[src/rtl/fir_coeff_loader_pkg.sv]
// ---------------------------------------------------------------------------
// fir_coeff_loader_pkg
//   Shared types, default parameters and the coefficient address map used by
//   the FIR coefficient loader and its shadow bank.
//   Contents:
//     state_e         loader FSM states
//     addr_map_t      {is_pos, addr} result of the address map
//     coeff_addr_map  maps coefficient index k to the pos/neg RAM address
// ---------------------------------------------------------------------------
package fir_coeff_loader_pkg;

  localparam int NUM_COEFF_DEF = 12;
  localparam int DATA_W_DEF    = 16;
  localparam int ADDR_W_DEF    = 4;
  localparam int FLAG_HOLD_DEF = 20;

  // Width of the coefficient counter and of oNumOfCoeff.
  localparam int K_W = 6;

  typedef enum logic [2:0] {
    ST_IDLE  = 3'd0,
    ST_ARM   = 3'd1,
    ST_SETUP = 3'd2,
    ST_WRITE = 3'd3,
    ST_HOLD  = 3'd4,
    ST_DONE  = 3'd5
  } state_e;

  typedef struct packed {
    logic           is_pos;
    logic [K_W-1:0] addr;
  } addr_map_t;

  // Odd indices fill the pos RAM from 1 upward, even indices fill the neg RAM,
  // except the last even index, which lands in the pos RAM after the odd ones.
  function automatic addr_map_t coeff_addr_map(input logic [K_W-1:0] k,
                                               input int num_coeff);
    addr_map_t m;
    m.is_pos = 1'b1;
    m.addr   = '0;
    if (k[0]) begin
      m.addr = (k + K_W'(1)) >> 1;
    end else if (int'(k) < num_coeff) begin
      m.is_pos = 1'b0;
      m.addr   = k >> 1;
    end else begin
      m.addr = K_W'(num_coeff / 2 + 1);
    end
    return m;
  endfunction

endpackage

[src/rtl/fir_coeff_loader_shadow_bank.sv]
// ---------------------------------------------------------------------------
// fir_coeff_shadow_bank
//   NUM_COEFF x DATA_W register file holding the host's pending coefficients.
//   Entries are indexed 1..NUM_COEFF; other indices neither write nor read.
//   Ports:
//     clk      in   clock
//     clr      in   synchronous clear of all entries
//     wr_en    in   write strobe (already qualified by the caller)
//     wr_idx   in   write index
//     wr_data  in   write data
//     rd_idx   in   asynchronous read index
//     rd_data  out  entry at rd_idx, 0 for an out-of-range index
// ---------------------------------------------------------------------------
module fir_coeff_shadow_bank
  import fir_coeff_loader_pkg::*;
#(
  parameter int NUM_COEFF = NUM_COEFF_DEF,
  parameter int DATA_W    = DATA_W_DEF,
  parameter int IDX_W     = 4,
  parameter int RD_W      = K_W
) (
  input  logic              clk,
  input  logic              clr,
  input  logic              wr_en,
  input  logic [IDX_W-1:0]  wr_idx,
  input  logic [DATA_W-1:0] wr_data,
  input  logic [RD_W-1:0]   rd_idx,
  output logic [DATA_W-1:0] rd_data
);

  logic [DATA_W-1:0] mem_q [1:NUM_COEFF];
  logic [DATA_W-1:0] mem_d [1:NUM_COEFF];

  always_comb begin
    for (int i = 1; i <= NUM_COEFF; i++) begin
      mem_d[i] = mem_q[i];
      if (wr_en && (wr_idx == IDX_W'(i))) begin
        mem_d[i] = wr_data;
      end
    end
  end

  always_ff @(posedge clk) begin
    if (clr) begin
      for (int i = 1; i <= NUM_COEFF; i++) begin
        mem_q[i] <= '0;
      end
    end else begin
      for (int i = 1; i <= NUM_COEFF; i++) begin
        mem_q[i] <= mem_d[i];
      end
    end
  end

  always_comb begin
    rd_data = '0;
    for (int i = 1; i <= NUM_COEFF; i++) begin
      if (rd_idx == RD_W'(i)) begin
        rd_data = mem_q[i];
      end
    end
  end

endmodule

[src/rtl/fir_coeff_loader.sv]
// ---------------------------------------------------------------------------
// fir_coeff_loader
//   Initiator side of the ReConf_FirFilter coefficient-RAM write port. The
//   host fills a shadow bank, then commits; the loader waits for the next
//   600 kHz sample strobe and replays the bank into the filter's pos/neg RAMs
//   inside one UpdateFlag window.
//   Ports:
//     iClk_12M           in   12 MHz clock
//     iRst               in   synchronous active-high reset
//     iEnSample_600k     in   1-cycle sample strobe
//     iShWr/iShIdx/iShDt in   shadow bank write (index 1..NUM_COEFF)
//     iCommit            in   load request
//     oCoeffiUpdateFlag  out  update window to the filter
//     oCsnRam/oWrnRam    out  RAM chip select / write enable, active low
//     oAddrRam_pos/_neg  out  RAM addresses, 0 when unused
//     oWrDtRam           out  write data
//     oNumOfCoeff        out  coefficient index being written
//     oBusy/oDone/oErr   out  status: busy level, end pulse, reject pulse
// ---------------------------------------------------------------------------
module fir_coeff_loader
  import fir_coeff_loader_pkg::*;
#(
  parameter int NUM_COEFF = NUM_COEFF_DEF,
  parameter int DATA_W    = DATA_W_DEF,
  parameter int ADDR_W    = ADDR_W_DEF,
  parameter int FLAG_HOLD = FLAG_HOLD_DEF
) (
  input  logic              iClk_12M,
  input  logic              iRst,
  input  logic              iEnSample_600k,
  input  logic              iShWr,
  input  logic [3:0]        iShIdx,
  input  logic [DATA_W-1:0] iShDt,
  input  logic              iCommit,
  output logic              oCoeffiUpdateFlag,
  output logic              oCsnRam,
  output logic              oWrnRam,
  output logic [ADDR_W-1:0] oAddrRam_pos,
  output logic [ADDR_W-1:0] oAddrRam_neg,
  output logic [DATA_W-1:0] oWrDtRam,
  output logic [K_W-1:0]    oNumOfCoeff,
  output logic              oBusy,
  output logic              oDone,
  output logic              oErr
);

  localparam int HOLD_LEN = FLAG_HOLD - NUM_COEFF - 1;
  localparam int HOLD_W   = $clog2(FLAG_HOLD + 1);

  localparam logic [3:0]        MAX_IDX   = 4'(NUM_COEFF);
  localparam logic [K_W-1:0]    LAST_K    = K_W'(NUM_COEFF);
  localparam logic [HOLD_W-1:0] HOLD_LAST = HOLD_W'(HOLD_LEN);

  state_e              state_q, state_d;
  logic [K_W-1:0]      k_q, k_d;
  logic [HOLD_W-1:0]   hold_q, hold_d;

  logic                flag_q, flag_d;
  logic                csn_q, csn_d;
  logic                wrn_q, wrn_d;
  logic [ADDR_W-1:0]   addr_pos_q, addr_pos_d;
  logic [ADDR_W-1:0]   addr_neg_q, addr_neg_d;
  logic [DATA_W-1:0]   wr_dt_q, wr_dt_d;
  logic [K_W-1:0]      num_q, num_d;
  logic                busy_q, busy_d;
  logic                done_q, done_d;
  logic                err_q, err_d;

  logic                idx_legal;
  logic                sh_wr_ok;
  logic                commit_ok;
  logic [DATA_W-1:0]   shadow_rd;
  addr_map_t           k_map;

  assign idx_legal = (iShIdx != 4'd0) && (iShIdx <= MAX_IDX);
  assign sh_wr_ok  = iShWr && !busy_q && idx_legal;
  assign commit_ok = iCommit && !busy_q;

  // Read port follows the next coefficient index so write data lines up with
  // the registered address and strobes.
  fir_coeff_shadow_bank #(
    .NUM_COEFF (NUM_COEFF),
    .DATA_W    (DATA_W),
    .IDX_W     (4),
    .RD_W      (K_W)
  ) u_shadow_bank (
    .clk     (iClk_12M),
    .clr     (iRst),
    .wr_en   (sh_wr_ok),
    .wr_idx  (iShIdx),
    .wr_data (iShDt),
    .rd_idx  (k_d),
    .rd_data (shadow_rd)
  );

  // Next-state and counters. Both counters saturate at their terminal value,
  // and reaching that value is what ends WRITE and HOLD.
  always_comb begin
    state_d = state_q;
    k_d     = k_q;
    hold_d  = hold_q;
    case (state_q)
      ST_IDLE: begin
        if (commit_ok) begin
          state_d = ST_ARM;
        end
      end
      ST_ARM: begin
        if (iEnSample_600k) begin
          state_d = ST_SETUP;
        end
      end
      ST_SETUP: begin
        state_d = ST_WRITE;
        k_d     = K_W'(1);
      end
      ST_WRITE: begin
        if (k_q >= LAST_K) begin
          hold_d  = HOLD_W'(1);
          state_d = (HOLD_LEN > 0) ? ST_HOLD : ST_DONE;
        end else begin
          k_d = k_q + K_W'(1);
        end
      end
      ST_HOLD: begin
        if (hold_q >= HOLD_LAST) begin
          state_d = ST_DONE;
        end else begin
          hold_d = hold_q + HOLD_W'(1);
        end
      end
      ST_DONE: begin
        state_d = ST_IDLE;
        k_d     = '0;
        hold_d  = '0;
      end
      default: begin
        state_d = ST_IDLE;
      end
    endcase
  end

  // Outputs are decoded from the next state so every registered output lines
  // up with the state register on the same edge.
  always_comb begin
    flag_d     = 1'b0;
    csn_d      = 1'b1;
    wrn_d      = 1'b1;
    addr_pos_d = '0;
    addr_neg_d = '0;
    wr_dt_d    = '0;
    num_d      = '0;
    done_d     = 1'b0;
    busy_d     = (state_d != ST_IDLE);
    err_d      = (iShWr && (busy_q || !idx_legal)) || (iCommit && busy_q);
    k_map      = coeff_addr_map(k_d, NUM_COEFF);
    case (state_d)
      ST_SETUP: begin
        flag_d = 1'b1;
        csn_d  = 1'b0;
      end
      ST_WRITE: begin
        flag_d  = 1'b1;
        csn_d   = 1'b0;
        wrn_d   = 1'b0;
        wr_dt_d = shadow_rd;
        num_d   = k_d;
        if (k_map.is_pos) begin
          addr_pos_d = ADDR_W'(k_map.addr);
        end else begin
          addr_neg_d = ADDR_W'(k_map.addr);
        end
      end
      ST_HOLD: begin
        flag_d  = 1'b1;
        wr_dt_d = wr_dt_q;
        num_d   = num_q;
      end
      ST_DONE: begin
        done_d = 1'b1;
      end
      default: begin
      end
    endcase
  end

  always_ff @(posedge iClk_12M) begin
    if (iRst) begin
      state_q    <= ST_IDLE;
      k_q        <= '0;
      hold_q     <= '0;
      flag_q     <= 1'b0;
      csn_q      <= 1'b1;
      wrn_q      <= 1'b1;
      addr_pos_q <= '0;
      addr_neg_q <= '0;
      wr_dt_q    <= '0;
      num_q      <= '0;
      busy_q     <= 1'b0;
      done_q     <= 1'b0;
      err_q      <= 1'b0;
    end else begin
      state_q    <= state_d;
      k_q        <= k_d;
      hold_q     <= hold_d;
      flag_q     <= flag_d;
      csn_q      <= csn_d;
      wrn_q      <= wrn_d;
      addr_pos_q <= addr_pos_d;
      addr_neg_q <= addr_neg_d;
      wr_dt_q    <= wr_dt_d;
      num_q      <= num_d;
      busy_q     <= busy_d;
      done_q     <= done_d;
      err_q      <= err_d;
    end
  end

  assign oCoeffiUpdateFlag = flag_q;
  assign oCsnRam           = csn_q;
  assign oWrnRam           = wrn_q;
  assign oAddrRam_pos      = addr_pos_q;
  assign oAddrRam_neg      = addr_neg_q;
  assign oWrDtRam          = wr_dt_q;
  assign oNumOfCoeff       = num_q;
  assign oBusy             = busy_q;
  assign oDone             = done_q;
  assign oErr              = err_q;

endmodule

[config.mk]
export PLATFORM = sky130hd
export DESIGN_NAME = fir_coeff_loader
export DESIGN_NICKNAME = d
export VERILOG_FILES = /design/src/rtl/fir_coeff_loader_pkg.sv /design/src/rtl/fir_coeff_loader_shadow_bank.sv /design/src/rtl/fir_coeff_loader.sv
export SDC_FILE = /design/constraint.sdc
export NUM_CORES = 1
export LEC_CHECK = 0
export BUFFER_PORTS_ARGS = -buffer_cell sky130_fd_sc_hd__buf_4
export CORE_MARGIN = 5
export CORE_UTILIZATION = 30
export DETAILED_ROUTE_END_ITERATION = 16
export GPL_TIMING_DRIVEN = 0
export HOLD_SLACK_MARGIN = 0.12
export PLACE_DENSITY = 0.5
export SETUP_SLACK_MARGIN = 0.3
export SLEW_MARGIN = 20
export SYNTH_ARGS = -nofsm -noshare
export SYNTH_HDL_FRONTEND = slang
export SYNTH_SLANG_ARGS = --single-unit
[constraint.sdc]
create_clock -name iClk_12M -period 4.5 [get_ports iClk_12M]
set_input_delay 0.45 -clock iClk_12M [delete_from_list [all_inputs] [get_ports iClk_12M]]
set_output_delay 0.45 -clock iClk_12M [all_outputs]
set_load 0.05 [all_outputs]
Yosys cells after proc, flatten, opt, wreduce, memory -nomap -nowiden
Memories as Yosys holds them, arrays and structs flattened.
Cells that the tools add are included.
W data, S select, Z words.

word-level totals
  register bits after elaboration = 50
  bits in writable memories = 192
  bits of input ports = 25
  output and inout bits = 36
  logic and storage cells = 160
  memories kept = 1

operators by class
  $add $sub $neg = 3
  order comparisons = 4
  equality and inequality tests = 35
  muxes and demuxes = 59
  bitwise logic cells = 14
  reduce and logical (&&, ||, !) cells = 31

memory list
  name                 words  bits a word  rd ports  clocked after Yosys merged registers in  write ports  line                                text
  u_shadow_bank.mem_q  12     16           12        0                                        12           fir_coeff_loader_shadow_bank.sv:31  logic [DATA_W-1:0] mem_q [1:NUM_COEFF];

operators with widths
  cell                   count
  $mux W16               36
  $pmux W16 S2           1
  $eq A6 B4 Y1 const B   5
  $eq A6 B3 Y1 const B   4
  $eq A4 B4 Y1 const B   5
  $logic_and A1 B1 Y1    18
  $pmux W6 S3            1
  $eq A4 B3 Y1 const B   4
  $pmux W3 S5            1
  $pmux W5 S3            1
  $eq A3 B2 Y1 const B   4
  $eq A3 B3 Y1 const B   4
  $eq A6 B2 Y1 const B   2
  $mux W3                4
  $or A1 B1 Y1           12
  $pmux W6 S2            1
  $add A5 B1 Y5 const B  2
  $mux W5                2
  $mux W1                9
  $reduce_or A3 Y1       3
  $eq A4 B2 Y1 const B   2
  $mux W4                2
  $add A6 B1 Y6 const B  1
  $eq A6 B1 Y1 const B   1
  16 further kinds       21

Depth between registers and ports, before layout
  depth in word-level cells = 17
  mapped depth = 11
  mapped depth without buffers = 9

Cells and area by module
A second synthesis with hierarchy kept.

unflattened totals
  cell total of the unflattened synthesis = 1,318
  area, all modules = 10,664.0 um2

by module, submodules not included
  module                 times used  cells an instance  area an instance (um2)  seq. area each (um2)
  fir_coeff_shadow_bank  1           1,111              8,620.8                 3,843.7
  fir_coeff_loader       1           207                2,043.2                 1,001.0

Least setup slack after synthesis
No wires, ideal clock.

  kind = reg2reg
  start = register k_q[0]
  end = register wr_dt_q[14], in the netlist oWrDtRam[14]
  library setup time = 0.128 ns
  arrival = 2.026 ns
  path slack = 2.346 ns
  stages on the path, launching flop included = 10
  buffers on the path = 1
  period minus slack after synthesis = 2.154 ns
  cell sequence = dfxtp_1 > ha_1 > nor4b_1 > o22ai_2 > or2_1 > buf_2 > and3_1 > o221a_2 > nor3_1 > o41ai_2

on the way
  cells in the longest elaborated chain, start to end = 17

RTL lines
  what                                           line                                              text
  start, declared                                fir_coeff_loader.sv:55                            logic [K_W-1:0] k_q, k_d;
  start signal, assigned                         fir_coeff_loader.sv:204                           k_q <= k_d;
  $add A6 B1 Y6 or $ge A6 B4 Y1 (tied branches)  fir_coeff_loader.sv:122, fir_coeff_loader.sv:118
  $mux W6                                        fir_coeff_loader.sv:118                           if (k_q >= LAST_K) begin
  $pmux W6 S3                                    fir_coeff_loader.sv:102                           case (state_q)
  $eq A6 B1 Y1                                   fir_coeff_loader_shadow_bank.sv:58                if (rd_idx == RD_W'(i)) begin
  $mux W16 (12 in series)                        fir_coeff_loader_shadow_bank.sv:58
  $pmux W16 S2                                   fir_coeff_loader.sv:157                           case (state_d)
  end signal, assigned                           fir_coeff_loader.sv:211                           wr_dt_q <= wr_dt_d;
  end, declared                                  fir_coeff_loader.sv:63                            logic [DATA_W-1:0] wr_dt_q, wr_dt_d;

Several ways; a longest one is shown, not always the timed one.
A chain may end at the register's enable or synchronous reset.

Final worst setup path
  start = register k_q[0]
  end = register wr_dt_q[13], in the netlist oWrDtRam[13]

The elaborated chain is that of the path after synthesis.

==> metrics <==
Final Cycle Share=73.7%; multi-input logic area=5390 um^2; TritonRoute pass-1 iters=5; Syn Area/Cell=8.22 um^2; predominant post-synthesis flop cell=dfxtp_1; commonest cells after routing, fill and taps aside=301 x nand2_1, 242 x dfxtp_1, 173 x a21oi_1; Reg area=4840 um^2; post-route setup TNS=0 ns; Power Total=4.77 mW; Seq/Total Area, Yosys=44.9%; Gate Count Post-Synth=1312; clk buf depth=3; RSZ-0062 raised after global routing=false; # DRC=0; # port buffers=57; Site Rows=69; Ys Warns=0; clock skew=0.0173 ns; leakage dissipation=4.73 nW; layout cells sized above 1=11.4%; status=finished clean; Clk pin slew, worst setup/hold paths=0.06 ns; Max Freq=302 MHz; first-pass GRT wire length=58300 um; Slew @ Worst Pin=1.08 ns; PwrDens=378 nW/um^2; crit path max fanout=10; placed instance area=11800 um^2; Finish-stage setup viols=0; grt ovf=0; final slew viol count=0; worst hold path type=input port to flop; DRT iter0 DRCs=814; nets=1426; number of flops mapped to enable cells by yosys=0; WP data arrival=3.72 ns; largest net degree at the start of global routing=14; Worst Setup End Kind=flop; DPL Wire Length=28100 um; Die X-Extent=200 um; Fill cells=3704; initial antenna violation count=0; drt wl/cell=20.2 um; Final Wtd Congestion=0.894; register bit total from synthesis=242; CTS tree=built; vias in the first global route=9447; die footprint=39800 um^2; Clock Latency Late Sink=0.54 ns; Inserted Clock Buffers=27; post-route minimum period=3.31 ns; root buf cell=clkbuf_16; Routed WL=37900 um; Starting Density=30.4%; commonest non-fill, non-tap cell in the layout=nand2_1; cell area after synthesis=10800 um^2; IR drop worst, VDD=0.223 mV; Fin. Hold Viols=0; post-route cell area=12600 um^2; syn nets=1340; CP startpoint kind=flop; Async SR Flop Fraction=0%; die height=200 um; diode count=0; buffer count from post-CTS setup fixing=0; Core Footprint=35500 um^2; kind of critical path=flop to flop; CTS H-Tree Depth=1; IO Count=61; gr usage total=18.8%; Routed Antenna Nets=0; Rel. slew slack=27.4%; Post-Place Cells=1830; final non-filler cell total=1877; Via density=5.12; synth-to-layout area growth=17.2%; # resized after CTS=0; CP required=4.91 ns; hold_buf cts=0; clk sinks=242; Vias=9616; Max-Cap Viols=0; Unique masters post-synth=73; fin util=35.6%
-- state kept, by name, indices dropped and copies added (netlist names) --
register,cells
oErr,1
oCsnRam,1
oWrDtRam,16
state_q,3
k_q,6
oNumOfCoeff,6
u_shadow_bank.mem_q,192
oAddrRam_neg,4
hold_q,5
oCoeffiUpdateFlag,1
oAddrRam_pos,4
oWrnRam,1
oBusy,1
oDone,1
-- cells in the mapped netlist (8+ instances only) --
master | number | area share (%)
a211oi_1 | 10 | 0.70
nor2_1 | 95 | 3.3
o211ai_1 | 11 | 0.77
nor3_1 | 18 | 0.84
and3_1 | 9 | 0.52
a22oi_1 | 14 | 0.97
o21ai_0 | 40 | 1.9
nor2b_1 | 8 | 0.46
o221ai_1 | 13 | 1.1
dfxtp_1 | 242 | 45
mux2i_1 | 104 | 9.7
nand3_1 | 27 | 1.3
a21oi_1 | 173 | 8.0
a21o_1 | 12 | 0.84
nand2_1 | 301 | 10
buf_2 | 26 | 1.2
clkbuf_1 | 74 | 2.6
-- worst paths after layout --
kind | start | end | slack (ns) | cells after the start
min | iShDt[0] | u_shadow_bank.mem_q[11][0] | 0.17 | 3
max reg2reg | k_q[0] | oWrDtRam[13] | 1.19 | 8
min reg2reg | u_shadow_bank.mem_q[4][15] | u_shadow_bank.mem_q[4][15] | 0.45 | 2
max | k_q[0] | oWrDtRam[13] | 1.19 | 8
-- cell families (layout without fill, tap and decap cells) --
group / count (synthesis) / in the layout / share of synthesized area, %
adder cells (fa/ha/maj): 3 / 3 / 0.348
AO/OA/AOI/OAI: 343 / 343 / 20.2
multiplexers: 105 / 105 / 9.76
buffers and inverters: 120 / 224 / 5.14
AND/OR/NAND/NOR: 497 / 497 / 19.5
XOR/XNOR: 1 / 1 / 0.0812
flip-flops: 242 / 242 / 44.9
other: 1 / 1 / 0.0348
-- routing by layer --
metal	routed length (um)	vias up	GRT usage, %
met3	1880	51	2.39
met5	0	-	0
met4	708	0	4.20
li1	-	4726	-
met2	17500	268	30.8
met1	17800	4571	26.6
-- where the power goes --
part	switching, mW	internal [mW]	leakage (nW)
sequential	0.0202	2.17	1.95
combinational	0.321	0.123	2.37
clock	0.903	1.23	0.412
total	1.24	3.53	4.73
-- stage by stage --
step,hold slack [ns],worst slack (ns)
after floorplan,0.432,2.35
after global placement,0.440,1.23
after global routing,0.172,1.04
after CTS,0.160,1.25
after detailed placement,0.446,1.26
final,0.174,1.19
-- cell type report --
class                           count  area share (%)
Sequential cell                   242            38.3
Buffer                            113            4.18
Clock inverter                      4           0.208
Clock buffer                       43            6.45
Multi-Input combinational cell    950            42.7
Timing Repair Buffer               57            3.39
Tap cell                          461            4.56
Inverter                            7           0.208
-- critical path, stage by stage, from the launching register on --
cell,delay (ns)
dfxtp_1,0.43
ha_1,0.21
nor4b_1,0.33
o22ai_2,0.26
o211ai_2,0.53
clkbuf_1,0.67
a21oi_1,0.10
a221oi_1,0.53
o21ai_1,0.11
Note: power is estimated with default switching activity, not from simulation.
